===== src/rtl/boa_cache_pkg.sv =====
// Shared definitions for the boa set-associative cache.
// Holds the cache geometry, the line-sequencer state encoding, the
// command record passed from the cache controller to the line sequencer,
// and the address composition helpers that both blocks use.
package boa_cache_pkg;

  // Cache geometry. The line sequencer's parameters default to these values.
  // The command record below is sized from them, so an instance must keep
  // the same geometry.
  localparam int BOA_ALEN      = 24;
  localparam int BOA_LINE_SIZE = 16;
  localparam int BOA_LINES     = 32;
  localparam int BOA_WAYS      = 2;

  localparam int BOA_LSWIDTH = $clog2(BOA_LINE_SIZE);
  localparam int BOA_LWIDTH  = $clog2(BOA_LINES);
  localparam int BOA_WWIDTH  = (BOA_WAYS > 1) ? $clog2(BOA_WAYS) : 1;
  localparam int BOA_TGRAIN  = BOA_LSWIDTH + 2 + BOA_LWIDTH;
  localparam int BOA_TWIDTH  = BOA_ALEN - BOA_TGRAIN;

  typedef logic [BOA_TWIDTH-1:0]             tag_t;
  typedef logic [BOA_LWIDTH-1:0]             line_idx_t;
  typedef logic [BOA_LSWIDTH-1:0]            word_idx_t;
  typedef logic [BOA_WWIDTH-1:0]             way_t;
  typedef logic [BOA_LWIDTH+BOA_LSWIDTH-1:0] ram_addr_t;
  typedef logic [BOA_ALEN-1:2]               mem_waddr_t;

  typedef enum logic [2:0] {
    IDLE,
    WB_PRIME,
    WB,
    FILL,
    DONE
  } seq_state_e;

  typedef struct packed {
    logic      wb;
    logic      fill;
    way_t      way;
    line_idx_t line;
    tag_t      wb_tag;
    tag_t      fill_tag;
  } cache_cmd_t;

  // External word address of one word of a line: {tag, line, word}.
  function automatic mem_waddr_t mem_word_addr(input tag_t tag, input line_idx_t line,
                                               input word_idx_t word);
    return {tag, line, word};
  endfunction

  // Cache data RAM address of one word of a line: {line, word}.
  function automatic ram_addr_t ram_word_addr(input line_idx_t line, input word_idx_t word);
    return {line, word};
  endfunction

endpackage


===== src/rtl/boa_mem_bus.sv =====
// CPU-side external memory bus.
//   re     : read request
//   we     : byte write strobes, never together with re
//   addr   : word address [alen-1:2]
//   wdata  : write data
//   ready  : accepts the request held in the same cycle
//   rdata  : read data, valid the cycle after a read is accepted
interface boa_mem_bus #(
  parameter int alen = 24
);
  logic              re;
  logic [3:0]        we;
  logic [alen-1:2]   addr;
  logic [31:0]       wdata;
  logic              ready;
  logic [31:0]       rdata;

  modport CPU (output re, output we, output addr, output wdata,
               input ready, input rdata);
  modport MEM (input re, input we, input addr, input wdata,
               output ready, output rdata);
endinterface


===== src/rtl/boa_skid_reg.sv =====
// Hold register for cache RAM read data under bus back-pressure.
// The RAM presents a word only in the cycle after it was read; when the
// bus stalls the write, this register keeps that word so it can be
// re-presented until the bus accepts it.
//   clk, rst : clock, synchronous active-high reset
//   load_i   : d_i carries fresh RAM data this cycle
//   d_i      : RAM read data
//   q_o      : fresh data when load_i, otherwise the held word
module boa_skid_reg (
  input  logic        clk,
  input  logic        rst,
  input  logic        load_i,
  input  logic [31:0] d_i,
  output logic [31:0] q_o
);

  logic [31:0] hold_q;

  always_ff @(posedge clk) begin
    if (rst) begin
      hold_q <= '0;
    end else if (load_i) begin
      hold_q <= d_i;
    end
  end

  assign q_o = load_i ? d_i : hold_q;

endmodule


===== src/rtl/boa_cache_line_seq.sv =====
// Line transfer sequencer for the set-associative cache.
// Takes one command at a time (writeback, fill, or writeback then fill) and
// moves a whole line word by word between the cache data RAM and the
// external memory bus, pulsing done for one cycle when finished.
//   clk, rst              : clock, synchronous active-high reset
//   cmd_valid/cmd_ready   : command handshake, ready only in IDLE
//   cmd_wb, cmd_fill      : requested operations
//   cmd_way, cmd_line     : target way and line index
//   cmd_wb_tag            : tag of the victim line
//   cmd_fill_tag          : tag of the line to fetch
//   done                  : one-cycle completion pulse
//   cr_re/cr_addr/cr_way  : cache RAM read port, cr_rdata one cycle later
//   cw_we/cw_addr/cw_way/cw_wdata : cache RAM write port
//   xm_bus                : external memory bus, CPU side
module boa_cache_line_seq
  import boa_cache_pkg::*;
#(
  parameter int alen      = BOA_ALEN,
  parameter int line_size = BOA_LINE_SIZE,
  parameter int lines     = BOA_LINES,
  parameter int ways      = BOA_WAYS,
  localparam int lswidth  = $clog2(line_size),
  localparam int lwidth   = $clog2(lines),
  localparam int wwidth   = (ways > 1) ? $clog2(ways) : 1,
  localparam int tgrain   = lswidth + 2 + lwidth
) (
  input  logic                      clk,
  input  logic                      rst,
  input  logic                      cmd_valid,
  output logic                      cmd_ready,
  input  logic                      cmd_wb,
  input  logic                      cmd_fill,
  input  logic [wwidth-1:0]         cmd_way,
  input  logic [lwidth-1:0]         cmd_line,
  input  logic [alen-tgrain-1:0]    cmd_wb_tag,
  input  logic [alen-tgrain-1:0]    cmd_fill_tag,
  output logic                      done,
  output logic                      cr_re,
  output logic [lwidth+lswidth-1:0] cr_addr,
  output logic [wwidth-1:0]         cr_way,
  input  logic [31:0]               cr_rdata,
  output logic                      cw_we,
  output logic [lwidth+lswidth-1:0] cw_addr,
  output logic [wwidth-1:0]         cw_way,
  output logic [31:0]               cw_wdata,
  boa_mem_bus.CPU                   xm_bus
);

  // Counters carry one extra bit so the issue counter can sit at line_size.
  localparam int CNT_W = lswidth + 1;
  localparam logic [CNT_W-1:0] CNT_LAST = CNT_W'(line_size - 1);
  localparam logic [CNT_W-1:0] CNT_FULL = CNT_W'(line_size);

  seq_state_e       state_q, state_d;
  cache_cmd_t       cmd_q, cmd_d;
  logic [CNT_W-1:0] rc_q, rc_d;     // writeback word / fill return word
  logic [CNT_W-1:0] ic_q, ic_d;     // fill issue word
  logic             rd_fresh_q;     // cr_rdata carries a new word this cycle
  logic             fill_pend_q, fill_pend_d;  // xm_bus.rdata valid this cycle
  logic [31:0]      wb_word;

  boa_skid_reg u_skid (
    .clk    (clk),
    .rst    (rst),
    .load_i (rd_fresh_q),
    .d_i    (cr_rdata),
    .q_o    (wb_word)
  );

  assign cr_way = cmd_q.way;
  assign cw_way = cmd_q.way;

  always_comb begin
    state_d       = state_q;
    cmd_d         = cmd_q;
    rc_d          = rc_q;
    ic_d          = ic_q;
    fill_pend_d   = 1'b0;
    cmd_ready     = 1'b0;
    done          = 1'b0;
    cr_re         = 1'b0;
    cr_addr       = '0;
    cw_we         = 1'b0;
    cw_addr       = '0;
    cw_wdata      = '0;
    xm_bus.re     = 1'b0;
    xm_bus.we     = 4'h0;
    xm_bus.addr   = '0;
    xm_bus.wdata  = '0;

    case (state_q)
      IDLE: begin
        cmd_ready = 1'b1;
        rc_d      = '0;
        ic_d      = '0;
        if (cmd_valid) begin
          cmd_d.wb       = cmd_wb;
          cmd_d.fill     = cmd_fill;
          cmd_d.way      = cmd_way;
          cmd_d.line     = cmd_line;
          cmd_d.wb_tag   = cmd_wb_tag;
          cmd_d.fill_tag = cmd_fill_tag;
          if (cmd_wb)        state_d = WB_PRIME;
          else if (cmd_fill) state_d = FILL;
          else               state_d = DONE;
        end
      end

      WB_PRIME: begin
        cr_re   = 1'b1;
        cr_addr = ram_word_addr(cmd_q.line, '0);
        state_d = WB;
      end

      WB: begin
        xm_bus.we    = 4'hF;
        xm_bus.addr  = mem_word_addr(cmd_q.wb_tag, cmd_q.line, rc_q[lswidth-1:0]);
        xm_bus.wdata = wb_word;
        if (xm_bus.ready) begin
          if (rc_q == CNT_LAST) begin
            rc_d    = '0;
            state_d = cmd_q.fill ? FILL : DONE;
          end else begin
            // Read ahead so the next word is on cr_rdata next cycle.
            rc_d    = rc_q + 1'b1;
            cr_re   = 1'b1;
            cr_addr = ram_word_addr(cmd_q.line, rc_d[lswidth-1:0]);
          end
        end
      end

      FILL: begin
        if (ic_q != CNT_FULL) begin
          xm_bus.re   = 1'b1;
          xm_bus.addr = mem_word_addr(cmd_q.fill_tag, cmd_q.line, ic_q[lswidth-1:0]);
          if (xm_bus.ready) begin
            ic_d        = ic_q + 1'b1;
            fill_pend_d = 1'b1;
          end
        end
        if (fill_pend_q) begin
          cw_we    = 1'b1;
          cw_addr  = ram_word_addr(cmd_q.line, rc_q[lswidth-1:0]);
          cw_wdata = xm_bus.rdata;
          if (rc_q == CNT_LAST) begin
            rc_d    = '0;
            ic_d    = '0;
            state_d = DONE;
          end else begin
            rc_d = rc_q + 1'b1;
          end
        end
      end

      DONE: begin
        done    = 1'b1;
        state_d = IDLE;
      end

      default: state_d = IDLE;
    endcase
  end

  always_ff @(posedge clk) begin
    if (rst) begin
      state_q     <= IDLE;
      cmd_q       <= '0;
      rc_q        <= '0;
      ic_q        <= '0;
      rd_fresh_q  <= 1'b0;
      fill_pend_q <= 1'b0;
    end else begin
      state_q     <= state_d;
      cmd_q       <= cmd_d;
      rc_q        <= rc_d;
      ic_q        <= ic_d;
      rd_fresh_q  <= cr_re;
      fill_pend_q <= fill_pend_d;
    end
  end

endmodule


===== src/flat_wrapper.sv =====
// flat-port wrapper written by rule: the top's interface ports become plain ports
module boa_cache_line_seq_flat import boa_cache_pkg::*;
#(
  parameter int alen      = BOA_ALEN,
  parameter int line_size = BOA_LINE_SIZE,
  parameter int lines     = BOA_LINES,
  parameter int ways      = BOA_WAYS,
  localparam int lswidth  = $clog2(line_size),
  localparam int lwidth   = $clog2(lines),
  localparam int wwidth   = (ways > 1) ? $clog2(ways) : 1,
  localparam int tgrain   = lswidth + 2 + lwidth
)
  (clk, rst, cmd_valid, cmd_ready, cmd_wb, cmd_fill, cmd_way, cmd_line, cmd_wb_tag, cmd_fill_tag, done, cr_re, cr_addr, cr_way, cr_rdata, cw_we, cw_addr, cw_way, cw_wdata, xm_bus_re, xm_bus_we, xm_bus_addr, xm_bus_wdata, xm_bus_ready, xm_bus_rdata);
  boa_mem_bus #(.alen(alen)) xm_bus_i ();
  input  logic clk;
  input  logic rst;
  input  logic cmd_valid;
  output logic cmd_ready;
  input  logic cmd_wb;
  input  logic cmd_fill;
  input  logic [wwidth-1:0] cmd_way;
  input  logic [lwidth-1:0] cmd_line;
  input  logic [alen-tgrain-1:0] cmd_wb_tag;
  input  logic [alen-tgrain-1:0] cmd_fill_tag;
  output logic done;
  output logic cr_re;
  output logic [lwidth+lswidth-1:0] cr_addr;
  output logic [wwidth-1:0] cr_way;
  input  logic [31:0] cr_rdata;
  output logic cw_we;
  output logic [lwidth+lswidth-1:0] cw_addr;
  output logic [wwidth-1:0] cw_way;
  output logic [31:0] cw_wdata;
  output wire logic [$bits(xm_bus_i.re)-1:0] xm_bus_re;
  output wire logic [$bits(xm_bus_i.we)-1:0] xm_bus_we;
  output wire logic [$bits(xm_bus_i.addr)-1:0] xm_bus_addr;
  output wire logic [$bits(xm_bus_i.wdata)-1:0] xm_bus_wdata;
  input wire logic [$bits(xm_bus_i.ready)-1:0] xm_bus_ready;
  input wire logic [$bits(xm_bus_i.rdata)-1:0] xm_bus_rdata;
  assign xm_bus_re = xm_bus_i.re;
  assign xm_bus_we = xm_bus_i.we;
  assign xm_bus_addr = xm_bus_i.addr;
  assign xm_bus_wdata = xm_bus_i.wdata;
  assign xm_bus_i.ready = xm_bus_ready;
  assign xm_bus_i.rdata = xm_bus_rdata;
  boa_cache_line_seq #(.alen(alen), .line_size(line_size), .lines(lines), .ways(ways)) u_core (.clk(clk), .rst(rst), .cmd_valid(cmd_valid), .cmd_ready(cmd_ready), .cmd_wb(cmd_wb), .cmd_fill(cmd_fill), .cmd_way(cmd_way), .cmd_line(cmd_line), .cmd_wb_tag(cmd_wb_tag), .cmd_fill_tag(cmd_fill_tag), .done(done), .cr_re(cr_re), .cr_addr(cr_addr), .cr_way(cr_way), .cr_rdata(cr_rdata), .cw_we(cw_we), .cw_addr(cw_addr), .cw_way(cw_way), .cw_wdata(cw_wdata), .xm_bus(xm_bus_i));
endmodule

===== config.mk =====
export PLATFORM = sky130hd
export DESIGN_NAME = boa_cache_line_seq_flat
export DESIGN_NICKNAME = d
export VERILOG_FILES = /design/src/rtl/boa_cache_pkg.sv /design/src/rtl/boa_mem_bus.sv /design/src/rtl/boa_skid_reg.sv /design/src/rtl/boa_cache_line_seq.sv /design/src/flat_wrapper.sv
export SDC_FILE = /design/constraint.sdc
export NUM_CORES = 1
export LEC_CHECK = 0
export CORE_MARGIN = 5
export CORE_UTILIZATION = 42
export CTS_CLUSTER_SIZE = 14
export DETAILED_ROUTE_END_ITERATION = 16
export GPL_ROUTABILITY_DRIVEN = 0
export PLACE_DENSITY = 0.86
export SYNTH_ARGS = -nofsm -noshare
export SYNTH_HDL_FRONTEND = slang
export SYNTH_SLANG_ARGS = --single-unit

===== constraint.sdc =====
create_clock -name clk -period 4.3 [get_ports clk]
set_clock_uncertainty 0.2 [all_clocks]
set_input_delay 1.075 -clock clk [delete_from_list [all_inputs] [get_ports clk]]
set_output_delay 1.075 -clock clk [all_outputs]
set_load 0.005 [all_outputs]

==> impl_summary.md <==
Clock tree
The sink count of the clock tree is 80. In this run, CTS created clock tree buffers numbering 9. The clock latency on the worst-skew pair is roughly 330 ps. In this run the post-CTS setup repair buffer count came out at 0. The root buffer cell is clkbuf_8.

The count of H-tree levels built during CTS is 3. Gates resized during post-CTS repair numbered 0. The maximum clock insertion buffer count is 2. TritonCTS built the clock tree.

For this design, the CTS-stage hold fixing added 0 buffers. Clock-pin slew was measured on the worst setup and hold paths at approximately 80 ps.

Logic synthesis
The synthesized netlist contains between 40 and 50 unique library cells. After synthesis, the share of flip-flops with an asynchronous set or reset is 0. Among all flip-flop cells after synthesis, the most frequent one is dfxtp_1.

The cell count after synthesis came out at 496. The post-synthesis sequential area ratio is 0.410. The synthesized design contains 80 register bits. The number of nets in the synthesized netlist is 601. The total standard cell area after synthesis is between 0.003 and 0.004 mm^2. The number of enable-type register cells in the synthesized netlist is 0. The synthesized area per cell is 7.88 um^2.

During synthesis, Yosys emitted a total of 0 warnings.

Layout
The area added between synthesis and finish is 61.3%. At the end of the flow, the number of nets in the layout was 795. The number of diodes added for antenna fixing is 0. The share of post-route cells with drive strength above 1 is 0.0460. The final cell count without fillers is approximately 800.

Route
For this run, the detailed router's first-pass iteration total came to 5. The sum of routed wire length over all layers is approximately 13 mm. The final route contains slightly above 4000 vias. The detailed router finished its first iteration with 213 violations. Dividing the detail-routed wire length by the instance count gives between 15 and 20 um. In the routed design, unresolved DRC markers number 0. The ratio of routed vias to standard cells is 5.02. The final antenna-violating net count is 0.

Timing
The number of failing setup endpoints in the final timing report is 0. In the final timing run, aggregate negative setup slack is 0 ps. The final number of max-transition violations is 0. The highest clock rate is 244 MHz. The smallest clock period supported by the final layout is computed as 4100 ps.

Setup repair after global routing left no endpoint under its margin. The final number of hold-violating endpoints is 0. The worst relative slew slack is 0.288. For the pin with the worst max-slew slack, the measured transition is around 1100 ps. Of the available clock period, the critical path in the final layout requires 0.954.

Min path
In this run the most critical hold path is launched from u_core.cmd_q[13]. The endpoint of the worst hold-timing path is u_core.cmd_q[13]. Along the worst hold path, the cell count comes to 2. The kind of path behind the tightest hold check is flip-flop to flip-flop.

Critical path
Of all nets on the critical path, the largest fanout is 7. For the worst setup path, the data required time is approximately 3000 ps. The number of cells on the worst reg-to-reg path is 4. Walking the worst path, the cells encountered are clkdlybuf4s50_1 -> nor2b_1 -> nand3b_1 -> a21boi_2 -> nor2b_1 -> clkdlybuf4s50_1. The kind of start point of the critical path is an input pin.

For the worst setup path, the data arrival time is around 2800 ps. The worst register-to-register path begins at u_core.state_q[0]. The endpoint identified for the worst register-to-register timing path is u_core.cmd_q[5]. The class of the most critical setup path is input pin to output port.

The slowest stage of the critical path is the clkdlybuf4s50_1 cell. The minimum setup slack among reg-to-reg paths is roughly 1900 ps. The worst setup path is captured at an output port. The delay of the slowest cell on the worst path is between 500 and 600 ps.

GRT
The initial antenna violation count is 0. The total global routing track utilization is 0.218. The first-pass GRT wire length is about 20 mm. The via count of the first global-routing pass is 4001. The overflow left after global routing is 0. Entering global routing, the biggest net connects 45 pins.

Floorplan
The die covers roughly 0.011 mm^2. The I/O pin total is ~220. The area of the core is roughly 0.009 mm^2. The floorplan has 35 rows.

In this run the vertical extent of the chip is 106 um. The initial utilization of the core area, before any placement, comes to 0.427. In this run the horizontal extent of the chip is 106 um.

Status
The flow ran to the end, and the final reports show no timing, DRC or antenna violations.

Flow run
Max-cap violations in this run came to 0.

Placed design
The count of buffers from port buffering is about 220. The placed instance count is approximately 800. The wire-length estimate of the detail-placed layout is ~9.6 mm.

Pwr
Across the VDD grid, the largest voltage drop is about 230 uV. The total power density per cell area is 325 mW/mm^2. For this design the static power due to leakage is 2.30 nW.
==> metrics by stage <==
| step | hold WS, ps | power [mW] | util | cell area [um^2] | setup WS (ps) |
|---|---|---|---|---|---|
| floorplan | 233 | 1.17 | - | 3910 | 1090 |
| global placement | 242 | 1.40 | 0.663 | 6070 | 219 |
| detailed placement | 247 | 1.42 | 0.663 | 6070 | 191 |
| CTS | 261 | 2.07 | 0.689 | 6310 | 175 |
| global route | 284 | 2.16 | 0.689 | 6310 | 77.6 |
| finish | 260 | 2.05 | 0.689 | 6310 | 199 |
==> cells in the final DEF, fill, tap and decap left out, drive strengths merged, types with 3 or more instances in the layout <==
cell type | Yosys | final
nand4 | 4 | 4
buf | 20 | 8
clkbuf | 20 | 10
nor2b | 9 | 9
a22o | 15 | 15
nor3 | 6 | 6
bufinv | 0 | 3
o21ai | 5 | 5
nand2 | 79 | 79
inv | 6 | 6
nor2 | 83 | 83
dfxtp | 80 | 80
and2 | 48 | 48
mux2i | 36 | 36
a31oi | 6 | 6
a21oi | 37 | 37
ha | 3 | 3
clkdlybuf4s50 | 0 | 215
nand3 | 10 | 10
nand2b | 6 | 6
==> report_power, final <==
| group | leakage [nW] | internal [mW] | switching, mW |
|---|---|---|---|
| sequential | 0.652 | 0.806 | 0.0699 |
| combinational | 1.54 | 0.273 | 0.250 |
| clock | 0.116 | 0.384 | 0.265 |
| total | 2.30 | 1.46 | 0.585 |
==> worst max-delay path by stage <==
stage	start	endpoint	slack [ps]	depth (start not counted)
floorplan	xm_bus_ready	cr_addr[4]	1090	5
global placement	xm_bus_ready	cr_addr[7]	220	6
detailed placement	xm_bus_ready	cr_addr[7]	190	6
CTS	xm_bus_ready	cr_addr[4]	170	6
global route	xm_bus_ready	cr_addr[7]	80	6
finish	xm_bus_ready	cr_addr[4]	200	6
==> layout make-up <==
class                      instances  area, um^2
clock buffer                      10         128
clock inverter                     6         108
fill                             745        2850
inverter                           6        22.5
multi-input combinational        370        2100
sequential                        80        1600
tap                              111         139
timing repair buffer             223        2210
==> cells in the mapped netlist (2+ instances only) <==
master,number,area (um^2)
nand3_1,10,50.1
nand4_1,4,25.0
a21oi_1,36,180
clkbuf_1,20,75.1
nor3_1,5,25.0
mux2i_1,36,360
dfxtp_1,80,1600
nand2b_1,6,37.5
nand2_1,79,297
nor4b_1,2,17.5
nor2_1,83,312
nand3b_1,2,15.0
buf_2,13,65.1
nor2b_1,9,56.3
inv_1,5,18.8
o21ai_0,5,25.0
buf_4,6,45.0
a22o_1,15,131
a31oi_1,6,37.5
ha_1,3,37.5
and2_1,48,300
and3_1,2,12.5
==> routing by layer <==
layer	wire length (um)	GRT usage
met1	5090	0.250
met2	6320	0.381
met3	1050	0.0820
met4	146	0.0566
met5	0	0
==> logic make-up after synthesis <==
family                     synth area share
and+or+nand+nor                       0.309
muxes                                0.0922
buffers and inverters                0.0541
xor gates and xnor gates            0.00448
AOI/OAI and AO/OA                     0.121
adders and majority gates           0.00960
DFF                                   0.410
==> registers in the layout (all words and copies together) (netlist names) <==
| register | count |
|---|---|
| u_core.u_skid.hold_q | 32 |
| u_core.state_q | 3 |
| u_core.rd_fresh_q | 1 |
| u_core.fill_pend_q | 1 |
| u_core.cmd_q | 32 |
| u_core.cr_way | 1 |
| u_core.ic_q | 5 |
| u_core.rc_q | 5 |
==> critical path: cells and delay by family <==
family	cells	cell delay (ps)
buf+inv	2	990
simple gates	3	500
compound gates	1	260
No activity file was read; power rests on OpenSTA's default activity.
